==> src/rtl/vend_pkg.sv <==
// rtl/vend_pkg.sv - shared coin and dispenser-state types for the change dispenser
package vend_pkg;

    typedef enum logic [1:0] {
        COIN_NONE,
        COIN_NICKEL,
        COIN_DIME,
        COIN_QUARTER
    } coin_e;

    typedef enum logic [1:0] {
        ST_IDLE,
        ST_SELECT,
        ST_EJECT,
        ST_GAP
    } disp_state_e;

    // Coin values in nickel units; rem and change use the same 3-bit scale.
    localparam logic [2:0] NICKEL_VAL  = 3'd1;
    localparam logic [2:0] DIME_VAL    = 3'd2;
    localparam logic [2:0] QUARTER_VAL = 3'd5;

    function automatic logic [2:0] coin_value(input coin_e c);
        case (c)
            COIN_NICKEL:  return NICKEL_VAL;
            COIN_DIME:    return DIME_VAL;
            COIN_QUARTER: return QUARTER_VAL;
            default:      return 3'd0;
        endcase
    endfunction

endpackage

==> src/rtl/change_select.sv <==
// rtl/change_select.sv - greedy, inventory-aware coin choice for the remaining change
module change_select
    import vend_pkg::*;
#(
    parameter int INV_W = 8
) (
    input  logic [2:0]       rem,
    input  logic [INV_W-1:0] cnt_nickel,
    input  logic [INV_W-1:0] cnt_dime,
    input  logic [INV_W-1:0] cnt_quarter,
    output coin_e            coin
);

    // Largest coin that still fits and is in stock; COIN_NONE means nothing fits.
    always_comb begin
        coin = COIN_NONE;
        if (rem >= QUARTER_VAL && cnt_quarter != '0) begin
            coin = COIN_QUARTER;
        end else if (rem >= DIME_VAL && cnt_dime != '0) begin
            coin = COIN_DIME;
        end else if (rem >= NICKEL_VAL && cnt_nickel != '0) begin
            coin = COIN_NICKEL;
        end
    end

endmodule

==> src/rtl/change_dispenser.sv <==
// rtl/change_dispenser.sv - drives coin-hopper solenoids to pay change, with inventory and one pending request
module change_dispenser
    import vend_pkg::*;
#(
    parameter int INV_W      = 8,
    parameter int TIMEOUT    = 1000,
    parameter int GAP_CYCLES = 4
) (
    input  logic             clk,
    input  logic             rst,
    input  logic             soda,
    input  logic [2:0]       change,
    input  logic             coin_ack,
    input  logic             inv_load,
    input  logic [INV_W-1:0] inv_nickel,
    input  logic [INV_W-1:0] inv_dime,
    input  logic [INV_W-1:0] inv_quarter,
    input  logic             err_clr,
    output logic             eject_nickel,
    output logic             eject_dime,
    output logic             eject_quarter,
    output logic             busy,
    output logic             done,
    output logic             err_short,
    output logic             err_timeout,
    output logic             err_overrun,
    output logic [INV_W-1:0] cnt_nickel,
    output logic [INV_W-1:0] cnt_dime,
    output logic [INV_W-1:0] cnt_quarter
);

    localparam int TW = $clog2(TIMEOUT + 1);
    localparam int GW = $clog2(GAP_CYCLES + 1);

    disp_state_e   state;
    logic [2:0]    rem;
    logic          pend_valid;
    logic [2:0]    pend_change;
    coin_e         cur_coin;
    coin_e         sel_coin;
    logic [TW-1:0] tcnt;
    logic [GW-1:0] gcnt;
    logic          req;

    assign req  = soda && (change != 3'd0);
    assign busy = (state != ST_IDLE) || pend_valid;

    change_select #(.INV_W(INV_W)) u_select (
        .rem         (rem),
        .cnt_nickel  (cnt_nickel),
        .cnt_dime    (cnt_dime),
        .cnt_quarter (cnt_quarter),
        .coin        (sel_coin)
    );

    always_ff @(posedge clk or posedge rst) begin
        if (rst) begin
            state         <= ST_IDLE;
            rem           <= 3'd0;
            pend_valid    <= 1'b0;
            pend_change   <= 3'd0;
            cur_coin      <= COIN_NONE;
            tcnt          <= '0;
            gcnt          <= '0;
            eject_nickel  <= 1'b0;
            eject_dime    <= 1'b0;
            eject_quarter <= 1'b0;
            done          <= 1'b0;
            err_short     <= 1'b0;
            err_timeout   <= 1'b0;
            err_overrun   <= 1'b0;
            cnt_nickel    <= '0;
            cnt_dime      <= '0;
            cnt_quarter   <= '0;
        end else begin
            done <= 1'b0;

            // Clear first so any error raised below in the same cycle survives.
            if (err_clr) begin
                err_short   <= 1'b0;
                err_timeout <= 1'b0;
                err_overrun <= 1'b0;
            end

            if (req && state != ST_IDLE) begin
                if (!pend_valid) begin
                    pend_valid  <= 1'b1;
                    pend_change <= change;
                end else begin
                    err_overrun <= 1'b1;
                end
            end

            case (state)
                ST_IDLE: begin
                    if (inv_load) begin
                        cnt_nickel  <= inv_nickel;
                        cnt_dime    <= inv_dime;
                        cnt_quarter <= inv_quarter;
                    end
                    if (pend_valid) begin
                        rem        <= pend_change;
                        state      <= ST_SELECT;
                        pend_valid <= req;
                        if (req) begin
                            pend_change <= change;
                        end
                    end else if (req) begin
                        rem   <= change;
                        state <= ST_SELECT;
                    end
                end

                ST_SELECT: begin
                    if (rem == 3'd0) begin
                        done  <= 1'b1;
                        state <= ST_IDLE;
                    end else if (sel_coin == COIN_NONE) begin
                        err_short <= 1'b1;
                        rem       <= 3'd0;
                        state     <= ST_IDLE;
                    end else begin
                        cur_coin      <= sel_coin;
                        tcnt          <= '0;
                        eject_nickel  <= (sel_coin == COIN_NICKEL);
                        eject_dime    <= (sel_coin == COIN_DIME);
                        eject_quarter <= (sel_coin == COIN_QUARTER);
                        state         <= ST_EJECT;
                    end
                end

                ST_EJECT: begin
                    if (coin_ack) begin
                        eject_nickel  <= 1'b0;
                        eject_dime    <= 1'b0;
                        eject_quarter <= 1'b0;
                        rem           <= rem - coin_value(cur_coin);
                        case (cur_coin)
                            COIN_NICKEL:  if (cnt_nickel  != '0) cnt_nickel  <= cnt_nickel  - 1'b1;
                            COIN_DIME:    if (cnt_dime    != '0) cnt_dime    <= cnt_dime    - 1'b1;
                            COIN_QUARTER: if (cnt_quarter != '0) cnt_quarter <= cnt_quarter - 1'b1;
                            default: ;
                        endcase
                        gcnt  <= '0;
                        state <= ST_GAP;
                    end else if (tcnt == TW'(TIMEOUT - 1)) begin
                        // Hopper presumed jammed or empty: write it off and retry smaller coins.
                        eject_nickel  <= 1'b0;
                        eject_dime    <= 1'b0;
                        eject_quarter <= 1'b0;
                        err_timeout   <= 1'b1;
                        case (cur_coin)
                            COIN_NICKEL:  cnt_nickel  <= '0;
                            COIN_DIME:    cnt_dime    <= '0;
                            COIN_QUARTER: cnt_quarter <= '0;
                            default: ;
                        endcase
                        state <= ST_SELECT;
                    end else begin
                        tcnt <= tcnt + TW'(1);
                    end
                end

                ST_GAP: begin
                    if (gcnt == GW'(GAP_CYCLES - 1)) begin
                        state <= ST_SELECT;
                    end else begin
                        gcnt <= gcnt + GW'(1);
                    end
                end

                default: state <= ST_IDLE;
            endcase
        end
    end

endmodule

==> config.mk <==
export PLATFORM = sky130hd
export DESIGN_NAME = change_dispenser
export DESIGN_NICKNAME = d
export VERILOG_FILES = /design/src/rtl/vend_pkg.sv /design/src/rtl/change_select.sv /design/src/rtl/change_dispenser.sv
export SDC_FILE = /design/constraint.sdc
export NUM_CORES = 1
export LEC_CHECK = 0
export CAP_MARGIN = 20
export CORE_ASPECT_RATIO = 0.8
export CORE_MARGIN = 1.5
export CORE_UTILIZATION = 57
export DETAILED_ROUTE_END_ITERATION = 16
export GPL_TIMING_DRIVEN = 0
export PLACE_DENSITY = 0.86
export SYNTH_ARGS = -nofsm -noshare
export SYNTH_HDL_FRONTEND = slang
export SYNTH_HIERARCHICAL = 1
export SYNTH_SLANG_ARGS = --single-unit
==> constraint.sdc <==
create_clock -name clk -period 7.2 [get_ports clk]
set_clock_uncertainty 0.1 [all_clocks]
set_input_delay 1.44 -clock clk [delete_from_list [all_inputs] [get_ports clk]]
set_output_delay 1.44 -clock clk [all_outputs]
set_load 0.05 [all_outputs]
# Word-level counts from Yosys, hierarchy flattened

Index checks and enable logic that the tools add are counted.
Widths: inputs -> output; s select.

Add/subtract/negate cells: 6
$lt $le $gt $ge: 3
Equality and inequality tests: 28
Mux-type cells: 81
Bitwise logic cells: 2
Reductions and logical operators: 27

Operator list:

| kind                  | count |
|---|---|
| $mux 8                | 18 |
| $pmux 8 s2            | 3 |
| $mux 3                | 14 |
| $mux 10               | 4 |
| $mux 1                | 25 |
| $reduce_and 5->1      | 5 |
| $reduce_bool 8->1     | 3 |
| $sub 8x1->8 const B   | 3 |
| $ne 2x2->1 const B    | 10 |
| $pmux 10 s2           | 1 |
| $mux 2                | 9 |
| $pmux 3 s3            | 2 |
| $ne 3x3->1 const B    | 5 |
| $eq 2x2->1 const B    | 6 |
| $add 10x1->10 const B | 1 |
| $eq 10x10->1 const B  | 1 |
| $reduce_and 3->1      | 3 |
| $pmux 2 s4            | 1 |
| $reduce_bool 2->1     | 4 |
| $eq 2x1->1 const B    | 3 |
| $pmux 1 s2            | 3 |
| $pmux 3 s2            | 1 |
| $reduce_bool 3->1     | 2 |
| $logic_and 1x1->1     | 5 |
| other kinds (12)      | 15 |

Register bits after elaboration: 55
Bits of input ports: 33
Output and inout bits: 32
Logic and storage cells: 164

# Depth between registers and ports, before layout

Gate-level depths: netlist of run 1.

Depth after elaboration: 9
Mapped depth: 9

# Hierarchy

Netlist of run 1, hierarchy kept.

By module, submodules not included:

| module           | instances | cells an instance | area an instance (µm²) | sequential area each (µm²) |
|---|---|---|---|---|
| change_dispenser | 1         | 373               | 3507.1                 | 1376.3 |
| change_select    | 1         | 13                | 90.1                   | 0.0 |

# Worst setup path after synthesis of run 1

OpenSTA, ideal clock, no wires.

Kind: register to output
Start point: register state[0]
End point: output busy
Data arrival time: 1.192 ns
Required time: 5.660 ns
Setup slack: 4.468 ns
Stages on the path, launching flop included: 5
Path through: dfrtp_1 inv_1 ha_1 nor2b_1 inv_1

Longest elaborated chain between the ends: 2

RTL lines:

| element                  | line                    | source |
|---|---|---|
| start: declaration       | change_dispenser.sv:35  | `disp_state_e state;` |
| start signal: assignment | change_dispenser.sv:58  | `state <= ST_IDLE;` |
| start signal: assignment | change_dispenser.sv:103 | `state <= ST_SELECT;` |
| start signal: assignment | change_dispenser.sv:110 | `state <= ST_SELECT;` |
| $reduce_bool 2->1        | change_dispenser.sv:46  | `assign busy = (state != ST_IDLE) \|\| pend_valid;` |
| $logic_or 1x1->1         | change_dispenser.sv:46  |  |
| end: declaration         | change_dispenser.sv:22  | `output logic busy,` |

No other way between the ends.

# Final worst setup path of run 1

Ends and elaborated chain as after synthesis.

==> out/metrics.cfg, run 1 <==
[status]
status = complete, no violations

[sta]
fin_crit_ns = 3.73
setup_violations = 0
post-route-period-util = 0.518
tightest_slew_ns = 0.755
rsz0062_at_grt = no
slew_violations = 0
fmaxAchievable_mhz = 268
tns_ns = 0
maxSlewHeadroom = 0.492
hold_violations = 0

[worst_hold_path]
hold_path_depth = 1
hold_class = reg2reg
holdPathEnd = err_overrun
holdCritStartpoint = err_overrun

[critical_path]
critPathLaunchType = register
r2r_slack_ns = 4.36
cp.arrival_ns = 2.19
cp-end-kind = output port
critPathSlowestCell = clkdlybuf4s50_1
slowest_delay_ns = 0.70
crit_family = buffers and inverters
path_max_fanout = 5
regToRegStartpoint = cnt_dime[4]
cp.buffers_inverters = 3
reg2reg_depth = 8
crit_required_ns = 5.66
rr_endpoint = tcnt[4]
critical_path.most_common_cell = inv_1
crit_type = reg2out
cp_cell_sequence = inv_1 -> ha_1 -> nor2b_1 -> inv_1 -> clkdlybuf4s50_1

[global_route]
overflow = 0
first_global_vias = 3258
gr-usage-all-layers = 0.306
grt_start_max_net_pins = 31
antenna_found_initial = 0
grt_pass1_wl_um = 16200

[finish]
nFillCells = 457
fin_nets = 507
drive_above_1_share = 0.0850
final_common_cell = clkdlybuf4s50_1
utilization = 0.743
layout.cells.most_common_list = clkdlybuf4s50_1, dfrtp_1, a21oi_1
multi_input_area_um2 = 2040
regArea_um2 = 1380
diodes = 0
synthToLayoutAreaGrowth_pct = 24.1

[routing]
antenna_left = 0
drt_iter0_drc = 329
wl_per_cell_um = 18.8
finalWirelength_um = 10200
vias = 3523
drc = 0
avgViaCountPerCell = 6.52
firstDrtPassIters = 5

[cts]
clockBufferDepth = 2
h-tree-depth = 2
numClockSinks = 55
cts_resized = 0
numCtsBuffers = 5
insertion_delay_ns = 0.32
cts_tree = yes
holdBufCountCts = 0
cts_root_buf = clkbuf_8
cts.clk_slew.worst_paths_ns = 0.10
cts_setup_buffers = 0

[synthesis]
synth_cells = 386
synthesis.nets = 435
ys.flop_type = dfrtp_1
ys_warn_count = 6
avgSynthCellArea_um2 = 9.32
synth_cell_type_count = 63
async_flop_share = 1.00
syn_area_um2 = 3600
synth_edf_count = 0
ys_ff_latch = 55
ys_seq_area_frac = 0.383

[placed_design]
port_buffers = 64
gp_congestion = 0.900
dp_hpwl_um = 7220

[floorplan]
core_um2 = 6010
num_io_pins = 65
die_height_um = 74.1
start_util = 0.599
dieArea_um2 = 6800
row_count = 25
die_w_um = 91.8

[power]
leakage_uw = 0.00187
max-vdd-ir-drop_uv = 303
powerDensity_nw_per_um2 = 438

[run]
drv_cap = 0

kinds of logic after synthesis:
| family | after synthesis | synth area share |
|---|---|---|
| mux | 28 | 0.0807 |
| buf+inv | 45 | 0.0494 |
| xor+xnor | 2 | 0.00487 |
| simple gates | 125 | 0.201 |
| fa+ha+maj | 16 | 0.0577 |
| flops | 55 | 0.383 |
| compound gates | 115 | 0.224 |
registers in the layout (all words and copies together), names as in the netlist:
| signal | count |
|---|---|
| cnt_quarter | 8 |
| err_short | 1 |
| pend_change | 3 |
| cnt_dime | 8 |
| gcnt | 3 |
| eject_quarter | 1 |
| cnt_nickel | 8 |
| rem | 3 |
| state | 2 |
| tcnt | 10 |
| cur_coin | 2 |
| pend_valid | 1 |
| err_overrun | 1 |
| done | 1 |
| eject_dime | 1 |
| err_timeout | 1 |
| eject_nickel | 1 |
where the power goes:
part / total (µW) / leakage (µW) / switching (µW) / internal [µW]
Combinational: 1170 / 0.00112 / 732 / 440
Clock: 198 / 0.0000505 / 110 / 87.9
Sequential: 583 / 0.000697 / 158 / 426
worst reg2reg max path: stages (launching register included):
cell and delay (ns):
dfrtp_1 0.48, or4_1 0.55, o22ai_2 0.16, nand2b_1 0.19, o21ai_0 0.38, o22a_1 0.31, buf_2 0.25, o21ai_0 0.12
a22o_1 0.19
per-stage QoR:
step                cell area, µm²  power, µW  hold slack [ns]  worst slack, ns  std cells
finish                        4460       1950            0.415             3.47        540
global route                  4460       2060            0.445             3.35        540
CTS                           4460       1930            0.421             3.47        540
detailed placement            4360       1730            0.396             3.61        532
global placement              4340       1690            0.388             3.25        531
floorplan                     3600       1370            0.380             4.32        386
layout make-up:
class,count,area share
Clock buffer,7,0.0216
Clock inverter,1,0.00168
Inverter,23,0.0193
Sequential cell,55,0.308
Buffer,22,0.0205
Tap cell,81,0.0227
Multi-Input combinational cell,286,0.458
Timing Repair Buffer,65,0.148
Yosys cell counts, types with 4 or more instances:
| master | number | area (µm²) |
|---|---|---|
| mux2i_1 | 20 | 200 |
| o31ai_1 | 10 | 75.1 |
| o21ai_0 | 18 | 90.1 |
| inv_1 | 22 | 82.6 |
| a22oi_1 | 6 | 45.0 |
| nand4_1 | 9 | 56.3 |
| mux2_2 | 8 | 90.1 |
| nand2_1 | 17 | 63.8 |
| nand2b_1 | 10 | 62.6 |
| nor2_1 | 21 | 78.8 |
| ha_1 | 15 | 188 |
| dfrtp_1 | 55 | 1380 |
| nand3_1 | 11 | 55.1 |
| nor4_1 | 12 | 75.1 |
| a211oi_1 | 4 | 30.0 |
| a21oi_1 | 24 | 120 |
| buf_2 | 7 | 35.0 |
| nor3_1 | 11 | 55.1 |
| a31oi_1 | 7 | 43.8 |
| o22ai_1 | 7 | 43.8 |
| o41ai_1 | 4 | 35.0 |
| clkbuf_1 | 13 | 48.8 |
| o2bb2ai_1 | 9 | 78.8 |
| nor2b_1 | 7 | 43.8 |
layer usage:
layer / routed length, µm / vias up / share of wire / track usage
li1: - / 1616 / - / -
met1: 4360 / 1632 / 0.43 / 0.434
met2: 4520 / 237 / 0.44 / 0.467
met3: 1040 / 38 / 0.10 / 0.0634
met4: 244 / 0 / 0.024 / 0.115
met5: 0 / - / 0 / 0
how the worst max path moves through the flow:
stage	from	slack, ns	depth (start not counted)	end
after floorplan	rst	4.32	1	cnt_dime[0]
after global placement	rst	3.25	2	tcnt[6]
after detailed placement	coin_ack	3.61	6	cnt_dime[2]
after CTS	state[0]	3.47	5	busy
after global routing	state[0]	3.35	5	busy
final	state[0]	3.47	5	busy
Note: power is estimated with default switching activity, not from simulation.
==> run 2, diff against run 1 <==
--- a/config.mk
+++ b/config.mk
@@ -8,10 +8,10 @@
 export CAP_MARGIN = 20
 export CORE_ASPECT_RATIO = 0.8
 export CORE_MARGIN = 1.5
-export CORE_UTILIZATION = 57
+export CORE_UTILIZATION = 48
 export DETAILED_ROUTE_END_ITERATION = 16
 export GPL_TIMING_DRIVEN = 0
-export PLACE_DENSITY = 0.86
+export PLACE_DENSITY = 0.77
 export SYNTH_ARGS = -nofsm -noshare
 export SYNTH_HDL_FRONTEND = slang
 export SYNTH_HIERARCHICAL = 1
==> constraint.sdc (replaced) <==
create_clock -name clk -period 3.4 [get_ports clk]
set_clock_uncertainty 0.1 [all_clocks]
set_input_delay 0.68 -clock clk [delete_from_list [all_inputs] [get_ports clk]]
set_output_delay 0.68 -clock clk [all_outputs]
set_load 0.05 [all_outputs]
==> run 2 against run 1 <==
  * Critical path depth unchanged
  * Combinational power up 110%
  * Register-to-register slack worse by 3.8 ns
  * Sequential power up 110%
  * Cell count up 1.7%
  * Clock power up 81%
  * Global-route usage down 5.2 points
  * Cell area down 0.25%
  * Clock-buffer cell count unchanged
  * Highest routed layer unchanged
==> out/metrics.cfg, run 2 (synthesis results as in run 1) <==
[global_route]
overflow = 0
grt_pass1_wl_um = 15900
first_global_vias = 3176
gr-usage-all-layers = 0.254
grt_start_max_net_pins = 37
antenna_found_initial = 0

[placed_design]
port_buffers = 64
place_ws_ns = 0.521
dp_hpwl_um = 7380
place_inst = 541
gp_congestion = 0.915

[finish]
synthToLayoutAreaGrowth_pct = 23.8
top_register = tcnt
diodes = 0
drive_above_1_share = 0.0806
regArea_um2 = 1380
largest_reg_flops = 10
final_cells = 549
multi_input_area_um2 = 2040
fin_nets = 507
layout.cells.most_common_list = clkdlybuf4s50_1, dfrtp_1, a21oi_1
utilization = 0.608
final_common_cell = clkdlybuf4s50_1
nFillCells = 616

[power]
powerDensity_nw_per_um2 = 912
max-vdd-ir-drop_uv = 541
leakage_uw = 0.00186

[sta]
fin_crit_ns = 2.96
hold_violations = 0
rsz0062_at_grt = no
holdWs_ns = 0.414
setup_violations = 0
post-route-period-util = 0.871
slew_violations = 0
maxSlewHeadroom = 0.471
tns_ns = 0
fmaxAchievable_mhz = 338
tightest_slew_ns = 0.789
fin_ws_ns = 0.439

[floorplan]
row_count = 28
dieArea_um2 = 8030
num_io_pins = 65
die_w_um = 99.8
die_height_um = 80.4
core_um2 = 7320
start_util = 0.491

[cts]
cts_setup_buffers = 0
insertion_delay_ns = 0.31
numClockSinks = 55
h-tree-depth = 2
cts_tree = yes
clockBufferDepth = 2
cts_root_buf = clkbuf_8
holdBufCountCts = 0
cts.clk_slew.worst_paths_ns = 0.10
numCtsBuffers = 5
cts_resized = 0

[status]
status = complete, no violations

[critical_path]
cp.buffers_inverters = 3
path_max_fanout = 5
cp-end-kind = output port
critPathSlowestCell = clkdlybuf4s50_1
cp.arrival_ns = 2.18
crit_family = buffers and inverters
critPathLaunchType = register
slowest_delay_ns = 0.70
crit_type = reg2out
critical_path.most_common_cell = inv_1
cp_cell_sequence = inv_1 -> ha_1 -> nor2b_1 -> inv_1 -> clkdlybuf4s50_1
crit_required_ns = 2.62

[routing]
vias = 3468
drt_iter0_drc = 286
wl_per_cell_um = 18.3
avgViaCountPerCell = 6.32
antenna_left = 0
drc = 0
finalWirelength_um = 10100
firstDrtPassIters = 5

[run]
drv_cap = 0

[worst_hold_path]
hold_class = reg2reg

[run 2: layer usage]
metal	global-route usage	vias up	share of wire	wire length, µm
met5	0	-	0	0
met4	0.0634	0	0.011	106
met3	0.0392	14	0.081	814
met2	0.399	186	0.46	4670
met1	0.366	1657	0.44	4470
li1	-	1611	-	-
[run 2: metrics by stage]
step / instance area, µm² / power (µW)
2_1_floorplan: 3600 / 2910
3_3_place_gp: 4350 / 3600
3_5_place_dp: 4370 / 3680
4_1_cts: 4450 / 4040
5_1_grt: 4450 / 4320
6_report: 4450 / 4060
[run 2: report_power, final]
group / internal, µW / switching [µW] / total (µW) / leakage [µW]
Combinational: 928 / 1560 / 2480 / 0.00112
Sequential: 902 / 318 / 1220 / 0.000697
Clock: 146 / 212 / 358 / 0.0000422
Total: 1980 / 2090 / 4060 / 0.00186
[run 2: area by class of cell]
type	count	area share
flip-flops and latches	55	0.309
well taps	90	0.0253
repair buffers	65	0.148
clock inverters	1	0.00112
inverters	23	0.0194
multi-input cells	286	0.459
clock buffers	7	0.0171
plain buffers	22	0.0205
[run 2: worst register-to-register path: stages, from the launching register on]
cell and delay [ns]:
dfrtp_1 0.46, or4_1 0.56, o22ai_2 0.16, nand2b_1 0.20
o21ai_0 0.40, o22a_1 0.31, buf_2 0.27, o21ai_0 0.12
a22o_1 0.18
[run 2: final timing paths]
path / cells after the start / slack (ns) / from / end
hold / removal: 2 / 0.41 / eject_quarter / eject_quarter
max in group asynchronous: 3 / 2.03 / rst / gcnt[0]
setup / recovery: 5 / 0.44 / state[1] / busy
hold reg to reg: 2 / 0.41 / eject_quarter / eject_quarter
setup reg to reg: 8 / 0.54 / cnt_dime[4] / tcnt[4]
min in group asynchronous: 2 / 0.60 / rst / cnt_nickel[1]
==> run 3, diff against run 2 <==
--- a/config.mk
+++ b/config.mk
@@ -8,10 +8,10 @@
 export CAP_MARGIN = 20
 export CORE_ASPECT_RATIO = 0.8
 export CORE_MARGIN = 1.5
-export CORE_UTILIZATION = 48
+export CORE_UTILIZATION = 57
 export DETAILED_ROUTE_END_ITERATION = 16
 export GPL_TIMING_DRIVEN = 0
-export PLACE_DENSITY = 0.77
+export PLACE_DENSITY = 0.86
 export SYNTH_ARGS = -nofsm -noshare
 export SYNTH_HDL_FRONTEND = slang
 export SYNTH_HIERARCHICAL = 1
==> constraint.sdc (replaced) <==
create_clock -name clk -period 3.45 [get_ports clk]
set_clock_uncertainty 0.1 [all_clocks]
set_input_delay 0.69 -clock clk [delete_from_list [all_inputs] [get_ports clk]]
set_output_delay 0.69 -clock clk [all_outputs]
set_load 0.05 [all_outputs]
==> results of run 3 <==
Same layout as run 1 (identical final DEF). Status: complete, no violations.
Main changes from that run: setup slack after placement 3.61 ns -> 0.606 ns; setup slack after layout 3.47 ns -> 0.473 ns; register-to-register setup slack 4.36 ns -> 0.61 ns; total power 1950 µW -> 4080 µW; worst IR drop on VDD 303 µV -> 632 µV
